<file path="src/rtl/rr_hold_scheduler_if.sv">
// Request/done inputs and registered grant outputs of the hold-based round-robin scheduler.
interface rr_hold_scheduler_if #(
  parameter int N = 4
);
  localparam int IW = $clog2(N);

  logic [N-1:0]  req;
  logic [N-1:0]  done;
  logic [N-1:0]  grant;
  logic          grant_valid;
  logic [IW-1:0] grant_idx;
  logic          timeout;

  modport master (output req, done, input grant, grant_valid, grant_idx, timeout);
  modport slave  (input req, done, output grant, grant_valid, grant_idx, timeout);
endinterface

</file>
<file path="src/rtl/rr_hold_scheduler.sv">
// Round-robin owner of a shared resource; grant registered one cycle after req, held until done/req drop/timeout.
// No backpressure: requesters simply keep req high; at least one idle cycle separates grants.
module rr_hold_scheduler #(
  parameter int N        = 4,
  parameter int MAX_HOLD = 16
) (
  input  logic                clk,
  input  logic                rstn,
  rr_hold_scheduler_if.slave  bus
);
  localparam int IW = $clog2(N);
  localparam int CW = $clog2(MAX_HOLD + 1);

  typedef enum logic {IDLE, OWNED} state_t;

  state_t        state_q, state_d;
  logic [N-1:0]  grant_q, grant_d;
  logic          grant_valid_q, grant_valid_d;
  logic [IW-1:0] grant_idx_q, grant_idx_d;
  logic          timeout_q, timeout_d;
  logic [IW-1:0] ptr_q, ptr_d;
  logic [CW-1:0] cnt_q, cnt_d;

  logic [IW-1:0] win_idx;
  logic          win_found;
  logic          own_done, own_req, hold_end, rel;
  logic [IW-1:0] next_ptr;

  // Masked pass (index >= ptr) first, then a wrap-around pass over all requests.
  always_comb begin
    win_idx   = '0;
    win_found = 1'b0;
    for (int i = 0; i < N; i++) begin
      if (!win_found && bus.req[i] && (i >= int'(ptr_q))) begin
        win_idx   = IW'(i);
        win_found = 1'b1;
      end
    end
    for (int i = 0; i < N; i++) begin
      if (!win_found && bus.req[i]) begin
        win_idx   = IW'(i);
        win_found = 1'b1;
      end
    end
  end

  assign own_done = bus.done[grant_idx_q];
  assign own_req  = bus.req[grant_idx_q];
  assign hold_end = (cnt_q == CW'(MAX_HOLD - 1));
  assign rel      = own_done | ~own_req | hold_end;
  assign next_ptr = (grant_idx_q == IW'(N - 1)) ? '0 : grant_idx_q + IW'(1);

  always_comb begin
    state_d       = state_q;
    grant_d       = grant_q;
    grant_valid_d = grant_valid_q;
    grant_idx_d   = grant_idx_q;
    ptr_d         = ptr_q;
    cnt_d         = cnt_q;
    timeout_d     = 1'b0;
    case (state_q)
      IDLE: begin
        if (|bus.req) begin
          state_d       = OWNED;
          grant_d       = {{(N-1){1'b0}}, 1'b1} << win_idx;
          grant_valid_d = 1'b1;
          grant_idx_d   = win_idx;
          cnt_d         = '0;
        end
      end
      OWNED: begin
        if (rel) begin
          state_d       = IDLE;
          grant_d       = '0;
          grant_valid_d = 1'b0;
          grant_idx_d   = '0;
          ptr_d         = next_ptr;
          cnt_d         = '0;
          // A cooperative release in the last allowed cycle is not a timeout.
          timeout_d     = hold_end & ~own_done & own_req;
        end else begin
          cnt_d = cnt_q + CW'(1);
        end
      end
      default: state_d = IDLE;
    endcase
  end

  always_ff @(posedge clk or negedge rstn) begin
    if (!rstn) begin
      state_q       <= IDLE;
      grant_q       <= '0;
      grant_valid_q <= 1'b0;
      grant_idx_q   <= '0;
      timeout_q     <= 1'b0;
      ptr_q         <= '0;
      cnt_q         <= '0;
    end else begin
      state_q       <= state_d;
      grant_q       <= grant_d;
      grant_valid_q <= grant_valid_d;
      grant_idx_q   <= grant_idx_d;
      timeout_q     <= timeout_d;
      ptr_q         <= ptr_d;
      cnt_q         <= cnt_d;
    end
  end

  assign bus.grant       = grant_q;
  assign bus.grant_valid = grant_valid_q;
  assign bus.grant_idx   = grant_idx_q;
  assign bus.timeout     = timeout_q;
endmodule

</file>
<file path="src/flat_wrapper.sv">
// flat-port wrapper written by rule: the top's interface ports become plain ports
module rr_hold_scheduler_flat 
#(
  parameter int N        = 4,
  parameter int MAX_HOLD = 16
)
  (clk, rstn, bus_req, bus_done, bus_grant, bus_grant_valid, bus_grant_idx, bus_timeout);
  rr_hold_scheduler_if #(.N(N)) bus_i ();
  input  logic clk;
  input  logic rstn;
  input wire logic [$bits(bus_i.req)-1:0] bus_req;
  input wire logic [$bits(bus_i.done)-1:0] bus_done;
  output wire logic [$bits(bus_i.grant)-1:0] bus_grant;
  output wire logic [$bits(bus_i.grant_valid)-1:0] bus_grant_valid;
  output wire logic [$bits(bus_i.grant_idx)-1:0] bus_grant_idx;
  output wire logic [$bits(bus_i.timeout)-1:0] bus_timeout;
  assign bus_i.req = bus_req;
  assign bus_i.done = bus_done;
  assign bus_grant = bus_i.grant;
  assign bus_grant_valid = bus_i.grant_valid;
  assign bus_grant_idx = bus_i.grant_idx;
  assign bus_timeout = bus_i.timeout;
  rr_hold_scheduler #(.N(N), .MAX_HOLD(MAX_HOLD)) u_core (.clk(clk), .rstn(rstn), .bus(bus_i));
endmodule
</file>
<file path="config.mk">
export PLATFORM = sky130hd
export DESIGN_NAME = rr_hold_scheduler_flat
export DESIGN_NICKNAME = d
export VERILOG_FILES = /design/src/rtl/rr_hold_scheduler_if.sv /design/src/rtl/rr_hold_scheduler.sv /design/src/flat_wrapper.sv
export SDC_FILE = /design/constraint.sdc
export NUM_CORES = 1
export LEC_CHECK = 0
export CORE_MARGIN = 4
export CORE_UTILIZATION = 53
export DETAILED_ROUTE_END_ITERATION = 10
export PLACE_DENSITY = 0.89
export SLEW_MARGIN = 20
export SYNTH_ARGS = -nofsm -noshare
export SYNTH_HDL_FRONTEND = slang
export SYNTH_SLANG_ARGS = --single-unit
</file>
<file path="constraint.sdc">
create_clock -name clk -period 4.1 [get_ports clk]
set_clock_uncertainty 0.15 [all_clocks]
set_input_delay 0.615 -clock clk [delete_from_list [all_inputs] [get_ports clk]]
set_output_delay 0.615 -clock clk [all_outputs]
set_load 0.005 [all_outputs]
</file>
# Word level (Yosys, flattened, before mapping)
# Index checks and enable logic that the tools add are counted.
[word_totals]
out_inout_bits = 8
wordCells = 81
register_bits = 16
input_bits = 10
[classes]
shifts = 1
eq_ne = 4
order_cmp = 4
n_reduce_logical = 20
bitwise = 7
add_sub_neg = 2
n_mux = 36
[op_table]
columns = ["cell", "n"]
rows = [
  ["2-to-1 mux 2 bit", 9],
  ["2-to-1 mux 1 bit", 16],
  ["logical AND 1 bit", 10],
  ["2-to-1 mux 5 bit", 2],
  ["case mux 5 bit (2 select lines)", 1],
  ["2-to-1 mux 4 bit", 2],
  ["case mux 4 bit (2 select lines)", 1],
  ["logical NOT 1 bit", 7],
  ["adder 5 x 1 -> 5 bit, second input constant", 1],
  ["== test 5 x 4 -> 1 bit, second input constant", 1],
  ["binary-select mux 1 bit (select 2 bit)", 2],
  [">= comparator 1 x 2 -> 1 bit, first input constant", 2],
  ["case mux 1 bit (2 select lines)", 2],
  ["case mux 2 bit (2 select lines)", 1],
  ["AND reduction 2 bit", 2],
  ["OR reduction 4 bit", 1],
  ["left shift 1 x 2 -> 4 bit, first input constant", 1],
  ["< comparator 2 x 3 -> 1 bit, second input constant", 1],
  ["NOT 1 bit", 3],
  ["adder 2 x 1 -> 2 bit, second input constant", 1],
  ["bitwise AND 1 bit", 2],
  ["== test 2 bit, second input constant", 1],
  [">= comparator 2 bit, first input constant", 1],
  ["inequality test 2 x 1 -> 1 bit, second input constant", 1],
  ["other kinds (2)", 3],
]

# Longest topological paths before layout
# Gate-level depths: netlist of the first run.
[depth]
word_depth = 29
depth_mapped = 6
depth_no_buf = 6

# Least setup slack after synthesis of the first run
# Ideal clock, no wire load.
[synth_path]
path_type = "input to register"
from = "input bus_done[3]"
to = "register u_core.ptr_q[1]"
n_path_buf = 0
required_time_ns = 3.822
setup_ns = 0.128
path_stages = 4
arrival_time_ns = 1.727
setup_slack_ns = 2.095
path_cell_list = "nand2b_1 -> mux4_2 -> o21ai_2 -> mux2_1"
[synth_via]
elab_chain_len = 5
[synth_rtl]
columns = ["element", "line_no", "text"]
rows = [
  ["start, declared", "flat_wrapper.sv:12", "input wire logic [$bits(bus_i.done)-1:0] bus_done;"],
  ["binary-select mux 1 bit (select 2 bit)", "rr_hold_scheduler.sv:47", "assign own_done = bus.done[grant_idx_q];"],
  ["2-to-1 mux 1 bit (implied by the code)", "rr_hold_scheduler.sv:47", ""],
  ["bitwise OR 1 bit (2 in a row)", "rr_hold_scheduler.sv:50", "assign rel = own_done | ~own_req | hold_end;"],
  ["AND reduction 2 bit (no source line)", "--", ""],
  ["end signal, assigned", "rr_hold_scheduler.sv:104", "ptr_q <= ptr_d;"],
  ["end, declared", "rr_hold_scheduler.sv:21", "logic [IW-1:0] ptr_q, ptr_d;"],
]
# No other way between the ends. The select of a mux whose other input is x is not followed.
# A chain may end at the register's enable or synchronous reset.

# Worst setup path after layout of the first run
[layout_path]
from = "input bus_req[3]"
to = "register u_core.ptr_q[0]"
[layout_via]
elab_chain_len = 6
[layout_rtl]
columns = ["element", "line_no", "text"]
rows = [
  ["start, declared", "flat_wrapper.sv:11", "input wire logic [$bits(bus_i.req)-1:0] bus_req;"],
  ["binary-select mux 1 bit (select 2 bit)", "rr_hold_scheduler.sv:48", "assign own_req = bus.req[grant_idx_q];"],
  ["2-to-1 mux 1 bit (implied by the code)", "rr_hold_scheduler.sv:48", ""],
  ["NOT 1 bit", "rr_hold_scheduler.sv:50", ""],
  ["bitwise OR 1 bit (2 in a row)", "rr_hold_scheduler.sv:50", ""],
  ["AND reduction 2 bit (no source line)", "--", ""],
]
# No other way between the ends. The select of a mux whose other input is x is not followed.

==> results of run 1 <==
## worst max path at each step
stage / to / slack (ps)
after floorplan: u_core.ptr_q[1] / 2090
after CTS: u_core.ptr_q[0] / 1780
after global placement: u_core.ptr_q[0] / 1520
after global routing: u_core.bus.grant[1] / 1630
after detailed placement: u_core.ptr_q[0] / 1460
final: u_core.ptr_q[0] / 1770
## logic make-up after synthesis
family | after synthesis | share of synthesized area [%]
buffers and inverters | 5 | 2.09
adder cells (fa/ha/maj) | 3 | 4.18
AO/OA/AOI/OAI | 23 | 19.9
flip-flops | 16 | 44.6
AND/OR/NAND/NOR | 31 | 19.4
multiplexers | 6 | 9.76
## sequential cells by signal, indices dropped and copies added (netlist names)
| register | flops |
|---|---|
| u_core.cnt_q | 5 |
| u_core.bus.grant | 4 |
| u_core.bus.grant_idx | 2 |
| u_core.ptr_q | 2 |
| u_core.bus.grant_valid | 1 |
| u_core.bus.timeout | 1 |
| u_core.state_q | 1 |
## cell type report
| type | instances | area share, % |
|---|---|---|
| clock buffer | 4 | 3.24 |
| inverter | 4 | 1.34 |
| multi-input combinational | 63 | 42.7 |
| sequential | 16 | 35.8 |
| tap | 16 | 1.79 |
| timing repair buffer | 17 | 15.2 |
## critical path, cell delays in order
cell,delay (ps)
clkdlybuf4s50_1,610
nand2b_1,80
mux4_2,520
o21ai_2,190
mux2_1,340
## metrics by stage
step           instance area (µm²)  hold slack (ps)  power, µW  setup WS [ps]
2_1_floorplan                  897              169        410           2090
3_3_place_gp                  1080              326        511           1520
3_5_place_dp                  1080              329        523           1460
4_1_cts                       1120              360        630           1780
5_1_grt                       1120              389        672           1630
6_report                      1120              358        625           1770
## cells in the final DEF (no fill, tap or decap), types with 2 or more instances in the layout
cell	n
nor2b_1	8
o21a_1	2
nand2_1	2
nor2_1	5
mux4_2	2
and3_1	2
clkdlybuf4s50_1	17
inv_1	4
mux2_1	2
o21ai_0	3
o21ai_2	2
nand2b_1	8
o22ai_1	2
a22o_1	3
clkbuf_4	3
nand3_1	3
dfrtp_1	16
mux2i_1	2
ha_1	3
a311oi_1	2
o2bb2ai_1	2
## power by group
group / total [µW] / internal [µW] / switching (µW)
Combinational: 254 / 146 / 108
Clock: 104 / 54.1 / 50.4
Sequential: 267 / 205 / 62.6
## layer usage
metal	vias to the layer above	routed length, µm	GRT usage [%]
met5	-	0	0
met4	0	11	4.27
met3	2	67	5.81
met2	12	919	29.0
met1	349	884	22.1
li1	358	-	-
==> results by group, run 1 <==
Worst setup path
  • Setup crit end kind: flip-flop
  • Worst R2R End: u_core.bus.grant[1]
  • R2R Setup Slk: 2180 ps
  • CP required: approximately 4100 ps
  • Startpoint Class: primary input
  • Crit path DAT: about 2400 ps
  • CP Max Fanout: 8
  • Worst r2r path cells: 6
  • Critical Path Start: bus_req[3]
  • Worst reg2reg startpoint: u_core.cnt_q[0]
  • Crit Path Class: in -> reg

Detailed routing
  • DRT Wirelength: around 1.9 mm
  • Drt first pass iters: 4
  • DR vias: around 700
  • DRC violations left: 0
  • Per-cell routed wire length: around 16 µm
  • Detailed Route Iter0 Violations: 11
  • Routed Antenna Nets: 0
  • DR vias/cell: 6.01

Clocking
  • CTS Buf Count: 3
  • Post-CTS Resized: 0
  • CTS tree: yes
  • # Post-CTS Setup Buffers: 0
  • Root Driver: clkbuf_4
  • Clock sink count: 16
  • Clk slew on worst S/H paths: around 90 ps
  • Worst-case clock buffer depth: 2
  • H-tree Lvls: 1
  • # hold bufs at CTS: 0
  • Latest clock arrival within the worst-skew pair: slightly below 300 ps

Outcome
  • Status: complete, no violations

GRT
  • GRT Residual Overflow: 0
  • Global-route wire length before repair: roughly 3.3 mm
  • Vias in the first global route: 731
  • Pin count of the biggest net entering global routing: 17
  • Initial antenna violation count: 0
  • Overall Global Routing Usage: between 10% and 20%

Die
  • Initial Util: approximately 58%
  • Die area: 0.00241 mm²
  • Chip height: just under 50 µm
  • Core Footprint: about 0.0016 mm²
  • Chip Width: between 40 and 50 µm
  • I/O pins: 18
  • Row Count: 14

Yosys
  • Most common cell in the netlist: dfrtp_1
  • Commonest cells post-synth: 16 x dfrtp_1, 8 x nand2b_1, 8 x nor2b_1
  • Largest cells by area after synthesis: dfrtp_1 45%, nand2b_1 5.6%, nor2b_1 5.6%
  • FFs w/ async S/R, synth: 100%
  • Register bit total from synthesis: 16
  • Ys flop type: dfrtp_1
  • Post-synth EDFFs: 0
  • Synth Warn #: 0
  • Sequential-to-total area share from yosys stat: 44.6%
  • Post-synthesis cell type count: 30
  • Synthesized area: around 900 µm²
  • Synth top area share: ~45%
  • Mapped Cells: 84
  • Most area-hungry cell type in the Yosys netlist: dfrtp_1
  • Syn_nets: 97
  • Syn Area/Cell: 10.7 µm²

Worst hold path
  • Worst min-delay path startpoint: u_core.cnt_q[2]
  • Hold worst-path end: u_core.cnt_q[2]
  • Hold Path Cell Cnt: 1
  • Hold Crit Class: reg -> reg

Placed design
  • Input/output buffers: 17
  • Gpl congestion: 0.811
  • Dpl cells: 116
  • DP HPWL: 1.49 mm

Final layout
  • Multi-input gate area: between 400 and 500 µm²
  • Nets: 118
  • Final Instance Count excl. Fillers: 120
  • Area delta synth->final: 24.8%
  • Fraction of final layout cells with drive strength greater than 1: 8.65%
  • Area occupied by registers: around 400 µm²
  • Final core occ: 71.8%
  • FILL cells: between 100 and 150
  • ANT cells: 0

Timing
  • RSZ-0062 raised after global routing: no
  • Fmax: 428 MHz
  • Final hold vios: 0
  • Final Cycle Share: ~57%
  • Tmin final: around 2300 ps
  • # setup viols final: 0
  • Fin. max-slew vios: 0
  • Headroom to the max-slew limit: a little over half
  • Total negative setup slack: 0 ps
  • Worst Tran Pin Value: approximately 690 ps

Power and ir drop
  • P_leak: between 0.0004 and 0.0005 µW
  • P per Cell Area: roughly 560 mW/mm²
  • Peak supply drop: between 0.0003 and 0.0004 V

Flow run
  • Maxcap violations: 0
No activity file was read; power rests on OpenSTA's default activity.
==> inputs of run 2 (changes only) <==
Settings changed: CORE_UTILIZATION 53 to 44, PLACE_DENSITY 0.89 to 0.8.
Clock period 4.1 ns to 2.1 ns, I/O delays scaled along.
==> results by group, run 2 (synthesis results as in run 1) <==
Outcome
  • Status: complete, no violations

Power and ir drop
  • P_leak: 0.000522 µW (+9.1%)
  • P per Cell Area: 1060 mW/mm² (+89%)
  • Peak supply drop: 0.000650 V (+90%)
  • Tot Pwr: 1270 µW (+100%)

Die
  • Die area: 0.00283 mm² (+17%)
  • Row Count: 16 (+2)
  • Chip Width: 53.2 µm (+8.2%)
  • Core Footprint: 0.00194 mm² (+25%)
  • I/O pins: 18 (unchanged)
  • Chip height: 53.2 µm (+8.2%)
  • Initial Util: 46.2% (-11 points)

GRT
  • Vias in the first global route: 824 (+13%)
  • Pin count of the biggest net entering global routing: 17 (unchanged)
  • Overall Global Routing Usage: 17.7% (+0.072 points)
  • Global-route wire length before repair: 3.54 mm (+8.0%)
  • GRT Residual Overflow: 0 (unchanged)
  • Initial antenna violation count: 0 (unchanged)

Detailed routing
  • Drt first pass iters: 4 (unchanged)
  • DRT Wirelength: 2.09 mm (+11%)
  • DR vias: 772 (+7.1%)
  • Routed Antenna Nets: 0 (unchanged)
  • DR vias/cell: 5.51 (-8.2%)
  • Per-cell routed wire length: 14.9 µm (-5.1%)
  • Detailed Route Iter0 Violations: 8 (-3)
  • DRC violations left: 0 (unchanged)

Final layout
  • Area delta synth->final: 33.9%
  • Most common cell after layout, fill and taps aside: clkdlybuf4s50_1
  • ANT cells: 0 (unchanged)
  • Most flop-heavy register: u_core.cnt_q
  • Fraction of final layout cells with drive strength greater than 1: 15.9% (+7.3 points)
  • Nets: 127 (+7.6%)
  • Commonest cells after routing, fill and taps aside: 17 x clkdlybuf4s50_1, 16 x dfrtp_1, 9 x buf_4
  • Final core occ: 61.9% (-10 points)
  • Max reg flops: 5 (unchanged)

Timing
  • Headroom to the max-slew limit: 70.7% (+17 points)
  • Final worst slack: 167 ps (-1600 ps)
  • Tmin final: just under 2000 ps
  • RSZ-0062 raised after global routing: no
  • Fin. max-slew vios: 0 (unchanged)
  • Worst Tran Pin Value: 437 ps (-254 ps)
  • Final Cycle Share: between 90% and 100%
  • Fmax: about 520 MHz
  • Final hold vios: 0 (unchanged)
  • # setup viols final: 0 (unchanged)

Clocking
  • # hold bufs at CTS: 0 (unchanged)
  • H-tree Lvls: 1 (unchanged)
  • Clock sink count: 16 (unchanged)
  • CTS tree: yes
  • # Post-CTS Setup Buffers: 0 (unchanged)
  • Latest clock arrival within the worst-skew pair: 280 ps (about the same)
  • Post-CTS Resized: 0 (unchanged)
  • Root Driver: clkbuf_4
  • CTS Buf Count: 3 (unchanged)
  • Clk slew on worst S/H paths: 90 ps (about the same)
  • Worst-case clock buffer depth: 2 (unchanged)

Worst hold path
  • Hold Crit Class: in -> async

Worst setup path
  • Crit Path Class: reg -> reg
  • Setup crit end kind: flip-flop
  • CP required: 2180 ps (-1940 ps)
  • Crit path DAT: 2010 ps (-350 ps)
  • CP Max Fanout: 6 (-2)
  • Startpoint Class: flip-flop

Placed design
  • Gpl congestion: 0.757 (-6.8%)
  • Input/output buffers: 17 (unchanged)
  • Place WS: -122 ps (-1580 ps)
  • DP HPWL: 1.65 mm (+10%)

Flow run
  • Maxcap violations: 0 (unchanged)
[run 2: stage by stage]
stage	instance area, µm²	std cells	hold slack, ps	setup TNS (ps)
4_1_cts	1200	140	194	0
3_3_place_gp	1160	136	328	-650
6_report	1200	140	190	0
3_5_place_dp	1160	136	325	-937
2_1_floorplan	897	84	-131	0
5_1_grt	1200	140	209	0
[run 2: layer usage]
| layer | GRT usage [%] | part of all wire (%) |
|---|---|---|
| met5 | 0 | 0 |
| met2 | 30.0 | 47 |
| met4 | 7.66 | 1.6 |
| met3 | 4.23 | 3.9 |
| met1 | 21.2 | 48 |
[run 2: worst max-delay path, stage by stage (launching register included)]
cell	delay [ps]
dfrtp_1	420
ha_1	240
and3_1	190
ha_1	230
nand2b_1	190
o21ai_2	260
a22o_1	200
[run 2: cell type report]
cell class	count	area [µm²]
inverter	4	15.0
sequential	16	400
timing repair buffer	26	238
fill	178	741
tap	27	33.8
multi-input combinational	63	478
clock buffer	4	36.3
[run 2: path summary, 6_finish.rpt]
| check | start | to | slack [ps] | depth (start not counted) |
|---|---|---|---|---|
| worst max-delay path | u_core.cnt_q[0] | u_core.bus.grant_idx[0] | 170 | 6 |
| worst min register to register | u_core.bus.grant[2] | u_core.bus.grant[2] | 350 | 1 |
| min in group clk | u_core.bus.grant[2] | u_core.bus.grant[2] | 350 | 1 |
| worst max register to register | u_core.cnt_q[0] | u_core.bus.grant_idx[0] | 170 | 6 |
| worst min-delay path | rstn | u_core.cnt_q[4] | 190 | 2 |
| max in group asynchronous | rstn | u_core.bus.grant[2] | 1430 | 2 |
[run 2: where the power goes]
group / leakage, µW / total, µW / internal [µW] / switching, µW
Combinational: 0.000291 / 546 / 323 / 223
Sequential: 0.000210 / 523 / 400 / 123
Clock: 0.0000210 / 201 / 106 / 95.7
Total: 0.000522 / 1270 / 828 / 442
==> inputs of run 3 (changes only) <==
Settings changed: CTS_CLUSTER_DIAMETER set to 50.
==> results of run 3 <==
Final layout, timing and power as in run 2 (identical DEF).
